--- src/rtl/io_input_ctrl.sv ---
// io_input_ctrl
// Sequencing controller for the memory-mapped input port bank.
// - Synchronizes two raw 32-bit input ports.
// - Samples them on a programmable prescaler tick.
// - Debounces each port as a whole word and flags changes.
// - Serves CPU reads through a registered req/ack handshake.
//
// Ports:
//   io_clk        clock, all state on the rising edge
//   reset         asynchronous active-high reset
//   addr          byte address, addr[7:2] selects the register
//   rd_req        read request, sampled in IDLE
//   rd_ack        one-cycle pulse, io_read_data valid this cycle
//   io_read_data  read data, held until the next ack
//   wr_req        single-cycle write strobe (CFG only, no ack)
//   wr_data       write data
//   in_port0/1    raw input ports, asynchronous to io_clk
//   irq           level interrupt, |(chg & ien), registered
module io_input_ctrl #(
  parameter logic [15:0] DIV_DEFAULT = 16'd1000,
  parameter logic [3:0]  DEB_DEFAULT = 4'd3
) (
  input  logic        io_clk,
  input  logic        reset,
  input  logic [31:0] addr,
  input  logic        rd_req,
  output logic        rd_ack,
  output logic [31:0] io_read_data,
  input  logic        wr_req,
  input  logic [31:0] wr_data,
  input  logic [31:0] in_port0,
  input  logic [31:0] in_port1,
  output logic        irq
);

  localparam logic [5:0] REG_STABLE0 = 6'h30;
  localparam logic [5:0] REG_STABLE1 = 6'h31;
  localparam logic [5:0] REG_STATUS  = 6'h32;
  localparam logic [5:0] REG_CFG     = 6'h33;

  typedef enum logic {
    ST_IDLE = 1'b0,
    ST_ACK  = 1'b1
  } rd_state_t;

  // Result of one debounce evaluation for a single port.
  typedef struct packed {
    logic [31:0] samp;
    logic [3:0]  dcnt;
    logic [31:0] stable;
    logic        set;
  } deb_t;

  // One tick of the word debouncer. dcnt counts equal samples after the
  // change sample, so the stable value updates on the deb-th equal tick.
  function automatic deb_t deb_step(input logic [31:0] sync_v,
                                    input logic [31:0] samp_v,
                                    input logic [31:0] stable_v,
                                    input logic [3:0]  dcnt_v,
                                    input logic [3:0]  deb_last_v);
    deb_t r;
    r.samp   = samp_v;
    r.dcnt   = dcnt_v;
    r.stable = stable_v;
    r.set    = 1'b0;
    if (sync_v != samp_v) begin
      r.samp = sync_v;
      r.dcnt = 4'd0;
    end else begin
      if (dcnt_v != 4'd15) begin
        r.dcnt = dcnt_v + 4'd1;
      end else begin
        r.dcnt = dcnt_v;
      end
      if ((dcnt_v == deb_last_v) && (samp_v != stable_v)) begin
        r.stable = samp_v;
        r.set    = 1'b1;
      end else begin
        r.stable = stable_v;
      end
    end
    return r;
  endfunction

  logic [31:0] p0_meta_r, p0_sync_r, p1_meta_r, p1_sync_r;
  logic [31:0] samp0_r, samp1_r, stable0_r, stable1_r;
  logic [3:0]  dcnt0_r, dcnt1_r;
  logic [1:0]  chg_r, ien_r;
  logic [15:0] div_r, cnt_r;
  logic [3:0]  deb_r;
  logic [31:0] rd_data_r;
  logic        clr_status_r;
  logic        irq_r;
  rd_state_t   state_r, state_next_s;

  logic        rd_load_s;
  logic        cfg_wr_s;
  logic        tick_s;
  logic [15:0] div_last_s;
  logic [3:0]  deb_last_s;
  logic [31:0] rd_mux_s;
  logic [1:0]  chg_set_s, chg_clr_s, chg_next_s;
  deb_t        deb0_s, deb1_s;
  logic        unused_ok_s;

  // Address bits outside the register window and the reserved CFG bits are
  // deliberately ignored.
  assign unused_ok_s = ^{addr[31:8], addr[1:0], wr_data[31:22]};

  assign cfg_wr_s = wr_req && (addr[7:2] == REG_CFG);

  // Prescaler/debounce limits; a programmed 0 behaves like 1.
  always_comb begin
    div_last_s = 16'd0;
    deb_last_s = 4'd0;
    if (div_r == 16'd0) begin
      div_last_s = 16'd0;
    end else begin
      div_last_s = div_r - 16'd1;
    end
    if (deb_r == 4'd0) begin
      deb_last_s = 4'd0;
    end else begin
      deb_last_s = deb_r - 4'd1;
    end
  end

  assign tick_s = (cnt_r == div_last_s);

  // Per-port debounce evaluation.
  always_comb begin
    deb0_s = deb_step(p0_sync_r, samp0_r, stable0_r, dcnt0_r, deb_last_s);
    deb1_s = deb_step(p1_sync_r, samp1_r, stable1_r, dcnt1_r, deb_last_s);
  end

  // Read-FSM next state; a request is only accepted in IDLE.
  always_comb begin
    state_next_s = state_r;
    rd_load_s    = 1'b0;
    case (state_r)
      ST_IDLE: begin
        if (rd_req) begin
          state_next_s = ST_ACK;
          rd_load_s    = 1'b1;
        end else begin
          state_next_s = ST_IDLE;
          rd_load_s    = 1'b0;
        end
      end
      ST_ACK: begin
        state_next_s = ST_IDLE;
      end
      default: begin
        state_next_s = ST_IDLE;
      end
    endcase
  end

  // Register read decode.
  always_comb begin
    rd_mux_s = 32'd0;
    case (addr[7:2])
      REG_STABLE0: rd_mux_s = stable0_r;
      REG_STABLE1: rd_mux_s = stable1_r;
      REG_STATUS:  rd_mux_s = {30'd0, chg_r};
      REG_CFG:     rd_mux_s = {10'd0, ien_r, deb_r, div_r};
      default:     rd_mux_s = 32'd0;
    endcase
  end

  // Change flags: STATUS read clears what it captured, a new event wins.
  always_comb begin
    chg_set_s = 2'b00;
    chg_clr_s = 2'b00;
    if (tick_s) begin
      chg_set_s = {deb1_s.set, deb0_s.set};
    end else begin
      chg_set_s = 2'b00;
    end
    if ((state_r == ST_ACK) && clr_status_r) begin
      chg_clr_s = rd_data_r[1:0];
    end else begin
      chg_clr_s = 2'b00;
    end
    chg_next_s = (chg_r & ~chg_clr_s) | chg_set_s;
  end

  // Two-flop synchronizers on the raw ports.
  always_ff @(posedge io_clk or posedge reset) begin
    if (reset) begin
      p0_meta_r <= 32'd0;
      p0_sync_r <= 32'd0;
      p1_meta_r <= 32'd0;
      p1_sync_r <= 32'd0;
    end else begin
      p0_meta_r <= in_port0;
      p0_sync_r <= p0_meta_r;
      p1_meta_r <= in_port1;
      p1_sync_r <= p1_meta_r;
    end
  end

  // Prescaler counter, restarted by any CFG write.
  always_ff @(posedge io_clk or posedge reset) begin
    if (reset) begin
      cnt_r <= 16'd0;
    end else if (cfg_wr_s || tick_s) begin
      cnt_r <= 16'd0;
    end else begin
      cnt_r <= cnt_r + 16'd1;
    end
  end

  // CFG register.
  always_ff @(posedge io_clk or posedge reset) begin
    if (reset) begin
      div_r <= DIV_DEFAULT;
      deb_r <= DEB_DEFAULT;
      ien_r <= 2'b00;
    end else if (cfg_wr_s) begin
      div_r <= wr_data[15:0];
      deb_r <= wr_data[19:16];
      ien_r <= wr_data[21:20];
    end
  end

  // Debounce state, advanced only on prescaler ticks.
  always_ff @(posedge io_clk or posedge reset) begin
    if (reset) begin
      samp0_r   <= 32'd0;
      samp1_r   <= 32'd0;
      stable0_r <= 32'd0;
      stable1_r <= 32'd0;
      dcnt0_r   <= 4'd0;
      dcnt1_r   <= 4'd0;
    end else if (tick_s) begin
      samp0_r   <= deb0_s.samp;
      samp1_r   <= deb1_s.samp;
      stable0_r <= deb0_s.stable;
      stable1_r <= deb1_s.stable;
      dcnt0_r   <= deb0_s.dcnt;
      dcnt1_r   <= deb1_s.dcnt;
    end
  end

  // Change flags and registered interrupt.
  always_ff @(posedge io_clk or posedge reset) begin
    if (reset) begin
      chg_r <= 2'b00;
      irq_r <= 1'b0;
    end else begin
      chg_r <= chg_next_s;
      irq_r <= |(chg_r & ien_r);
    end
  end

  // Read FSM state register.
  always_ff @(posedge io_clk or posedge reset) begin
    if (reset) begin
      state_r <= ST_IDLE;
    end else begin
      state_r <= state_next_s;
    end
  end

  // Read data capture; remembers whether the captured word was STATUS.
  always_ff @(posedge io_clk or posedge reset) begin
    if (reset) begin
      rd_data_r    <= 32'd0;
      clr_status_r <= 1'b0;
    end else begin
      clr_status_r <= rd_load_s && (addr[7:2] == REG_STATUS);
      if (rd_load_s) begin
        rd_data_r <= rd_mux_s;
      end
    end
  end

  assign rd_ack       = (state_r == ST_ACK);
  assign io_read_data = rd_data_r;
  assign irq          = irq_r;

endmodule
--- config.mk ---
export PLATFORM = sky130hd
export DESIGN_NAME = io_input_ctrl
export DESIGN_NICKNAME = d
export VERILOG_FILES = /design/src/rtl/io_input_ctrl.sv
export SDC_FILE = /design/constraint.sdc
export NUM_CORES = 1
export LEC_CHECK = 0
export ABC_AREA = 0
export CORE_UTILIZATION = 50
export DETAILED_ROUTE_END_ITERATION = 10
export PLACE_DENSITY = 0.71
export SKIP_CTS_REPAIR_TIMING = 1
export SLEW_MARGIN = 20
export SYNTH_ARGS = -nofsm -noshare
export SYNTH_HDL_FRONTEND = slang
export SYNTH_SLANG_ARGS = --single-unit
--- constraint.sdc ---
create_clock -name io_clk -period 20 [get_ports io_clk]
set_input_delay 4 -clock io_clk [delete_from_list [all_inputs] [get_ports io_clk]]
set_output_delay 4 -clock io_clk [all_outputs]
set_load 0.1 [all_outputs]
# After elaboration in Yosys (flattened, before gate mapping)
# Index checks and enable logic that the tools add are counted.
[classes]
n_addsub = 5
eq_ne = 13
muxes = 17
bitwise_logic = 7
n_reduce_logical = 17
[op_table]
columns = ["operator", "count"]
rows = [
  ["32-bit != test", 4],
  ["32-bit case mux with 4 select lines", 1],
  ["16-bit two-way mux", 2],
  ["6-bit == test, second input constant", 4],
  ["4-bit two-way mux", 5],
  ["16-bit by 1-bit adder with 16-bit output, second input constant", 1],
  ["16-bit == test", 1],
  ["16-bit logical NOT", 1],
  ["16-bit by 1-bit subtractor with 16-bit output, second input constant", 1],
  ["4-bit by 1-bit adder with 4-bit output, second input constant", 2],
  ["4-bit == test", 2],
  ["4-bit != test, second input constant", 2],
  ["2-bit AND reduction", 4],
  ["1-bit two-way mux", 6],
  ["3-bit AND reduction", 2],
  ["1-bit logical AND", 5],
  ["2-bit bitwise AND", 2],
  ["4-bit logical NOT", 1],
  ["2-bit two-way mux", 2],
  ["2-bit nonzero test", 2],
  ["4-bit by 1-bit subtractor with 4-bit output, second input constant", 1],
  ["1-bit inverter", 3],
  ["2-bit inverter", 1],
  ["2-bit OR", 1],
  ["other kinds (3)", 3],
]
[word_totals]
ff_bits = 339
output_inout_bits = 34
word_cells = 78

# Depth between registers and ports, before layout
# Gate-level depths: netlist of the first run.
[depth]
ltp_word = 8
depth_mapped = 13
mapped_depth_nobuf = 10

# Worst setup path after synthesis of the first run
# OpenSTA, ideal clock, no wires.
[synth_timing]
path_kind = "input-to-reg"
from = "input addr[2]"
to = "register deb_r[2]"
setup_ps = 125
arrival_ps = 5973
required_ps = 19875
path_slack_ps = 13902
path_stages = 6
path_buffers = 2
path_cell_list = "clkbuf_1 > and2_1 > nand2_1 > nor4_1 > clkbuf_1 > mux2_2"
[synth_via]
elab_chain_cells = 2
[synth_rtl]
columns = ["element", "line", "source"]
rows = [
  ["start, declared", "25", "input logic [31:0] addr,"],
  ["6-bit == test", "110", "assign cfg_wr_s = wr_req && (addr[7:2] == REG_CFG);"],
  ["1-bit logical AND", "110", ""],
  ["end signal, assigned", "222", "deb_r <= wr_data[19:16];"],
  ["end, declared", "90", "logic [3:0] deb_r;"],
]
# No other way between the ends.
# A chain may end at the register's enable or synchronous reset.

# Worst setup path in the final report of the first run
[layout_timing]
from = "register rd_data_r[0], in the netlist io_read_data[0]"
to = "output io_read_data[0]"
[layout_lines]
columns = ["element", "line", "source"]
rows = [
  ["start, declared", "91", "logic [31:0] rd_data_r;"],
  ["start signal, assigned", "274", "rd_data_r <= rd_mux_s;"],
  ["end, declared", "28", "output logic [31:0] io_read_data,"],
]
# No word-level cell between the ends.

==> results.md, run 1 <==
- Outcome: complete, no violations
- Antenna cells: 0
- Post-synth ARST share: 100%
- Number of global-route vias before repair: roughly 9000
- Internal Dissipation: 1240 µW
- Fin crit share: 30.9%
- CTS buffer count: 36
- DRT Pass-1 Iters: 6
- Syn Nets: ~1200
- Critical path's largest stage delay: around 1.2 ns
- Seq/Total Area, Yosys: 58.9%
- Synth top area share: 57.5%
- Area of the mapped netlist: 14400 µm²
- Die Span Y: 172 µm
- Syn Inst Count: 1105
- Synth area leader: dfrtp_1
- Share of cells above drive strength 1: a little under a fifth
- Seq cells post-synth: 339
- Slew HR: 29.1%
- Post-synthesis cell type count: 62
- Final min period: 6.17 ns
- FMAX: 162 MHz
- DP Area: 16000 µm²
- Cells along the critical path: clkdlybuf4s50_1
- Setup tns final: 0 ns
- Worst setup SP type: flip-flop
- Core area: 28100 µm²
- P per Cell Area: 94.3 nW/µm²
- Worst path slowest cell: clkdlybuf4s50_1
- Clock buffer depth: 3
- Final setup viols: 0
- Worst Path Required: 16.00 ns
- Area Growth Syn to Fin: 20.2%
- CTS tree: built
- CTS HTree Levels: 2
- Most frequent cells in the layout: 331 x dfrtp_1, 151 x xor2_1, 136 x mux2_2
- DRC: 0
- DR vias: a little under 9000
- Metal1 wirelength: 13.9 mm
- Yosys warns: 0
- Later-pin clock latency in the skew report: 0.52 ns
- Logic pwr share: about a tenth
- Top sig layer: met4
- Sw Ratio: 24.2%
- Final Skew: 0.0156 ns
- DRT iter0 DRCs: 567
- Critical path arrival: 2.17 ns
- Worst Path Buf+Inv: 1
- Nets@finish: 1365
- Worst Path Class, Setup: reg2out
- Clock-pin slew on the worst setup and hold paths: 0.06 ns
- First-pass GRT wire length: 50.3 mm
- Synth top area cells: dfrtp_1 57%, mux2_2 11%, xor2_1 9.2%
- Pleak: 0.00838 µW
- CP Max Fanout: 3
- Most common cell after layout, fill and taps aside: dfrtp_1
- I/O Buffers: 129
- MaxCap Viol Count: 0
- Die Wd: 172 µm
- Peak supply drop: 0.0000610 V
- IO Pins: 166
- Fin. max-slew vios: 0
- Synthesized area per cell: 13.0 µm²
- Overflow after GRT: 0
- Worst hold path startpoint: p0_meta_r[0]$_DFF_PP0_
- Switch Pwr: about 400 µW
- GRT Total Usage: around 23%
- Rows: around 60
- WL met2: roughly 15 mm
- Fin. Hold Viols: 0
- Fin cells: 1633
- Placed Cells incl. Taps: 1568
- Routability cong.: 0.865
- Post-synth EDFFs: 0
- Crit path capture type: primary output
- Main synth FF type: dfrtp_1
- Clock Power Share: 43.3%
- Largest net degree at the start of global routing: 130
- Die area: 29500 µm²
- Post-DP HPWL: 21.8 mm
- Seq pwr share: 47.3%
- Met3 WL: 1.60 mm
- RR Startpoint: div_r[0]$_DFFE_PP0P_
- Routed wire length: 31.6 mm
- Worst slew pin tran: between 1 and 1.5 ns
- Antenna Violating Nets Remaining: 0
- Initial Utilization: approximately half
- Root buf cell: clkbuf_16
- Routed len/inst: 19.3 µm
- Unrepaired setup endpoints after global routing: no
- Crit path launch: io_read_data[0]$_DFFE_PP0P_
- CP top delay family: buffers and inverters
- Worst hold path class: reg2reg
- Drt via density: 5.45
- Fin area: 17300 µm²
- Antenna violations before repair: 0
- CTS sink count: between 300 and 400
==> metal layers <==
metal / up-vias / track usage (%)
li1: 4151 / -
met1: 4496 / 31.2
met2: 219 / 36.9
met3: 40 / 4.23
met4: 0 / 5.73
met5: - / 0
==> cells in the mapped netlist, types with 4 or more instances <==
cell type,n
a22o_1,23
nand4_1,16
nand2b_1,4
buf_1,6
a21oi_1,13
buf_2,11
xor2_1,151
nand2_1,56
nor2b_1,6
clkbuf_1,36
mux2_2,136
nor4_1,45
o21ai_0,43
xnor2_1,14
o31ai_1,4
inv_1,17
nor2_1,18
nand3_1,17
ha_1,5
mux2i_1,36
a2bb2oi_1,4
buf_6,4
dfrtp_1,331
dfstp_2,8
and3_1,8
mux2_1,8
a211o_1,4
nor3_1,25
a21o_1,4
==> power by group through the flow <==
stage               clock network, µW  logic [µW]  registers [µW]
floorplan                           0         120             758
global placement                    0         150             784
detailed placement                  0         152             784
CTS                               723         153             772
global route                      754         171             778
finish                            707         152             773
==> cell type report <==
type | instances | area (µm²)
Clock inverter | 18 | 256
Fill cell | 2197 | 10800
Inverter | 17 | 71.3
Clock buffer | 47 | 1020
Tap cell | 378 | 473
Timing Repair Buffer | 142 | 1380
Sequential cell | 339 | 8490
Multi-Input combinational cell | 692 | 5620
==> flip-flops by register name, summed over array words and instances (netlist names), 32 cells and up <==
signal,cells
p0_meta_r,32
samp1_r,32
p1_sync_r,32
p1_meta_r,32
p0_sync_r,32
io_read_data,32
stable1_r,32
samp0_r,32
stable0_r,32
==> final timing paths <==
kind	endpoint	slack, ns	cells after the start
max	io_read_data[0]	13.83	1
min	p0_sync_r[0]$_DFF_PP0_	0.35	0
max reg2reg	stable0_r[25]$_DFFE_PP0P_	15.12	11
min reg2reg	p0_sync_r[0]$_DFF_PP0_	0.35	0
max in group asynchronous	deb_r[2]$_DFFE_PP0P_	14.38	3
min in group asynchronous	p0_meta_r[17]$_DFF_PP0_	4.09	2
==> kinds of logic (layout without fill, tap and decap cells) <==
group                      count (synthesis)  count (layout)  share of synthesized area (%)
adders and majority gates                  5               5                          0.434
buffers and inverters                     74             224                           2.23
AOI/OAI and AO/OA                        118             118                           5.57
xor gates and xnor gates                 166             166                           10.2
DFF                                      339             339                           58.9
muxes                                    182             182                           14.1
and+or+nand+nor                          221             221                           8.57
==> per-stage QoR <==
stage / util (%) / worst slack, ns / hold slack (ns) / total power [µW]
after floorplan: - / 6.62 / 0.331 / 878
after global placement: 57.1 / 13.68 / 0.333 / 933
after detailed placement: 57.1 / 13.67 / 0.335 / 937
after CTS: 61.7 / 13.83 / 0.345 / 1650
after global routing: 61.7 / 13.80 / 0.351 / 1700
final: 61.7 / 13.83 / 0.346 / 1630
No activity file was read; power rests on OpenSTA's default activity.
==> run 2: changes to the inputs <==
PLACE_DENSITY = 0.74   (was 0.71)
clock period = 5.6 ns   (was 20 ns; I/O delays follow)
==> results.md, run 2 (synthesis gave the netlist of run 1 again) <==
- R2R Path End: stable1_r[6]$_DFFE_PP0P_
- Antenna Violating Nets Remaining: 0
- Post-DP HPWL: 22.2 mm
- Rows: 61
- Clock-pin slew on the worst setup and hold paths: 0.06 ns
- Area Growth Syn to Fin: 20.8%
- GRT Total Usage: approximately 22%
- CTS buffer count: 37
- Pleak: 0.00843 µW
- Later-pin clock latency in the skew report: about 0.53 ns
- CTS sink count: 339
- Setup tns final: 0 ns
- Number of global-route vias before repair: about 9000
- Final setup viols: 0
- Die area: 29500 µm²
- Final min period: 4.74 ns
- Worst Hold Path EP: p0_sync_r[22]$_DFF_PP0_
- I/O Buffers: 129
- DR vias: 8943
- Antenna violations before repair: 0
- DP Area: 16100 µm²
- Cell count of the worst reg-to-reg path: 11
- MaxCap Viol Count: 0
- Die Wd: about 170 µm
- Drt via density: between 5 and 6
- Worst hold slack: 0.338 ns
- RR Startpoint: div_r[1]$_DFFE_PP0P_
- DRC: 0
- Fin. max-slew vios: 0
- Initial Utilization: 51.3%
- CP Max Fanout: 33
- Core area: ~28000 µm²
- Reg2reg setup slack: 0.86 ns
- Place WS: between 0.8 and 0.9 ns
- Worst hold path class: reg2reg
- Most frequent cells in the layout: 331 x dfrtp_1, 151 x xor2_1, 136 x mux2_2
- Fin. Hold Viols: 0
- Clock buffer depth: 3
- Peak supply drop: 0.000247 V
- Nets@finish: 1370
- P per Cell Area: 335 nW/µm²
- IO Pins: 166
- Share of cells above drive strength 1: 19.0%
- Root buf cell: clkbuf_16
- Final Skew: 0.0199 ns
- Crit path capture type: flip-flop
- Routability cong.: 0.898
- Routed wire length: 31.9 mm
- Fin crit share: roughly 85%
- Final setup margin: 0.857 ns
- Worst Path Required: 6.01 ns
- DRT iter0 DRCs: 518
- Area of the multi-input gates: roughly 5600 µm²
- Unrepaired setup endpoints after global routing: no
- Largest net degree at the start of global routing: around 130
- Worst setup SP type: flip-flop
- Final Util: 62.0%
- Antenna cells: 0
- Worst slew pin tran: approximately 1.0 ns
- DRT Pass-1 Iters: 5
- Die Span Y: 172 µm
- Overflow after GRT: 0
- First-pass GRT wire length: 50.0 mm
- Slew HR: 32.9%
- Critical path arrival: 5.16 ns
- Routed len/inst: 19.5 µm
- Worst hold path startpoint: p0_meta_r[22]$_DFF_PP0_
- FMAX: 211 MHz
- Fill cells: roughly 2200
- CTS HTree Levels: 2
- Outcome: complete, no violations
- Hold path depth: 0
- Reg area: roughly 8500 µm²
- CTS tree: built
- Most common cell after layout, fill and taps aside: dfrtp_1
- Fin area: 17400 µm²
- Worst Path Class, Setup: reg2reg
## run 2: how the worst max path moves through the flow
stage                                           end            startpoint  cells past startpoint  slack (ns)
after floorplan                  chg_r[0]$_DFF_PP0_                 reset                      1       -0.05
after global placement    stable0_r[31]$_DFFE_PP0P_  div_r[1]$_DFFE_PP0P_                     11        0.88
after detailed placement   stable0_r[1]$_DFFE_PP0P_  div_r[1]$_DFFE_PP0P_                     11        0.88
after CTS                  stable1_r[8]$_DFFE_PP0P_  div_r[1]$_DFFE_PP0P_                     11        0.85
after global routing       stable0_r[6]$_DFFE_PP0P_  div_r[1]$_DFFE_PP0P_                     11        0.55
final                      stable1_r[6]$_DFFE_PP0P_  div_r[1]$_DFFE_PP0P_                     11        0.86
## run 2: power by group
group / switching [µW] / internal, µW / total, µW
clock: 991 / 1540 / 2530
combinational: 276 / 276 / 552
sequential: 177 / 2580 / 2750
total: 1440 / 4390 / 5840
## run 2: stage by stage
step                total power (µW)  cells
floorplan                       3140   1105
global placement                3340   1572
global route                    6080   1639
detailed placement              3350   1572
CTS                             5890   1639
finish                          5840   1639
## run 2: layer usage
layer,vias up,routed length (µm),GRT usage [%]
li1,4162,-,-
met1,4524,14200,31.5
met2,212,15400,36.0
met5,-,0,0
met3,45,1580,3.47
met4,0,707,6.50
## run 2: critical path, stage by stage, from the launching register on
cell	delay (ns)
dfrtp_1	0.51
inv_1	0.16
ha_1	0.26
nor3b_1	0.77
nand4_1	0.20
xor2_1	0.29
or4bb_1	0.51
o31a_1	0.12
a211o_1	0.58
nor4_4	0.37
buf_4	0.44
mux2_2	0.40
## run 2: final cells by class
class	count	area share, %
inverter	17	0.388
timing repair buffer	146	8.41
multi-input combinational	692	32.3
sequential	339	48.8
tap	378	2.72
clock buffer	50	6.12
clock inverter	17	1.31
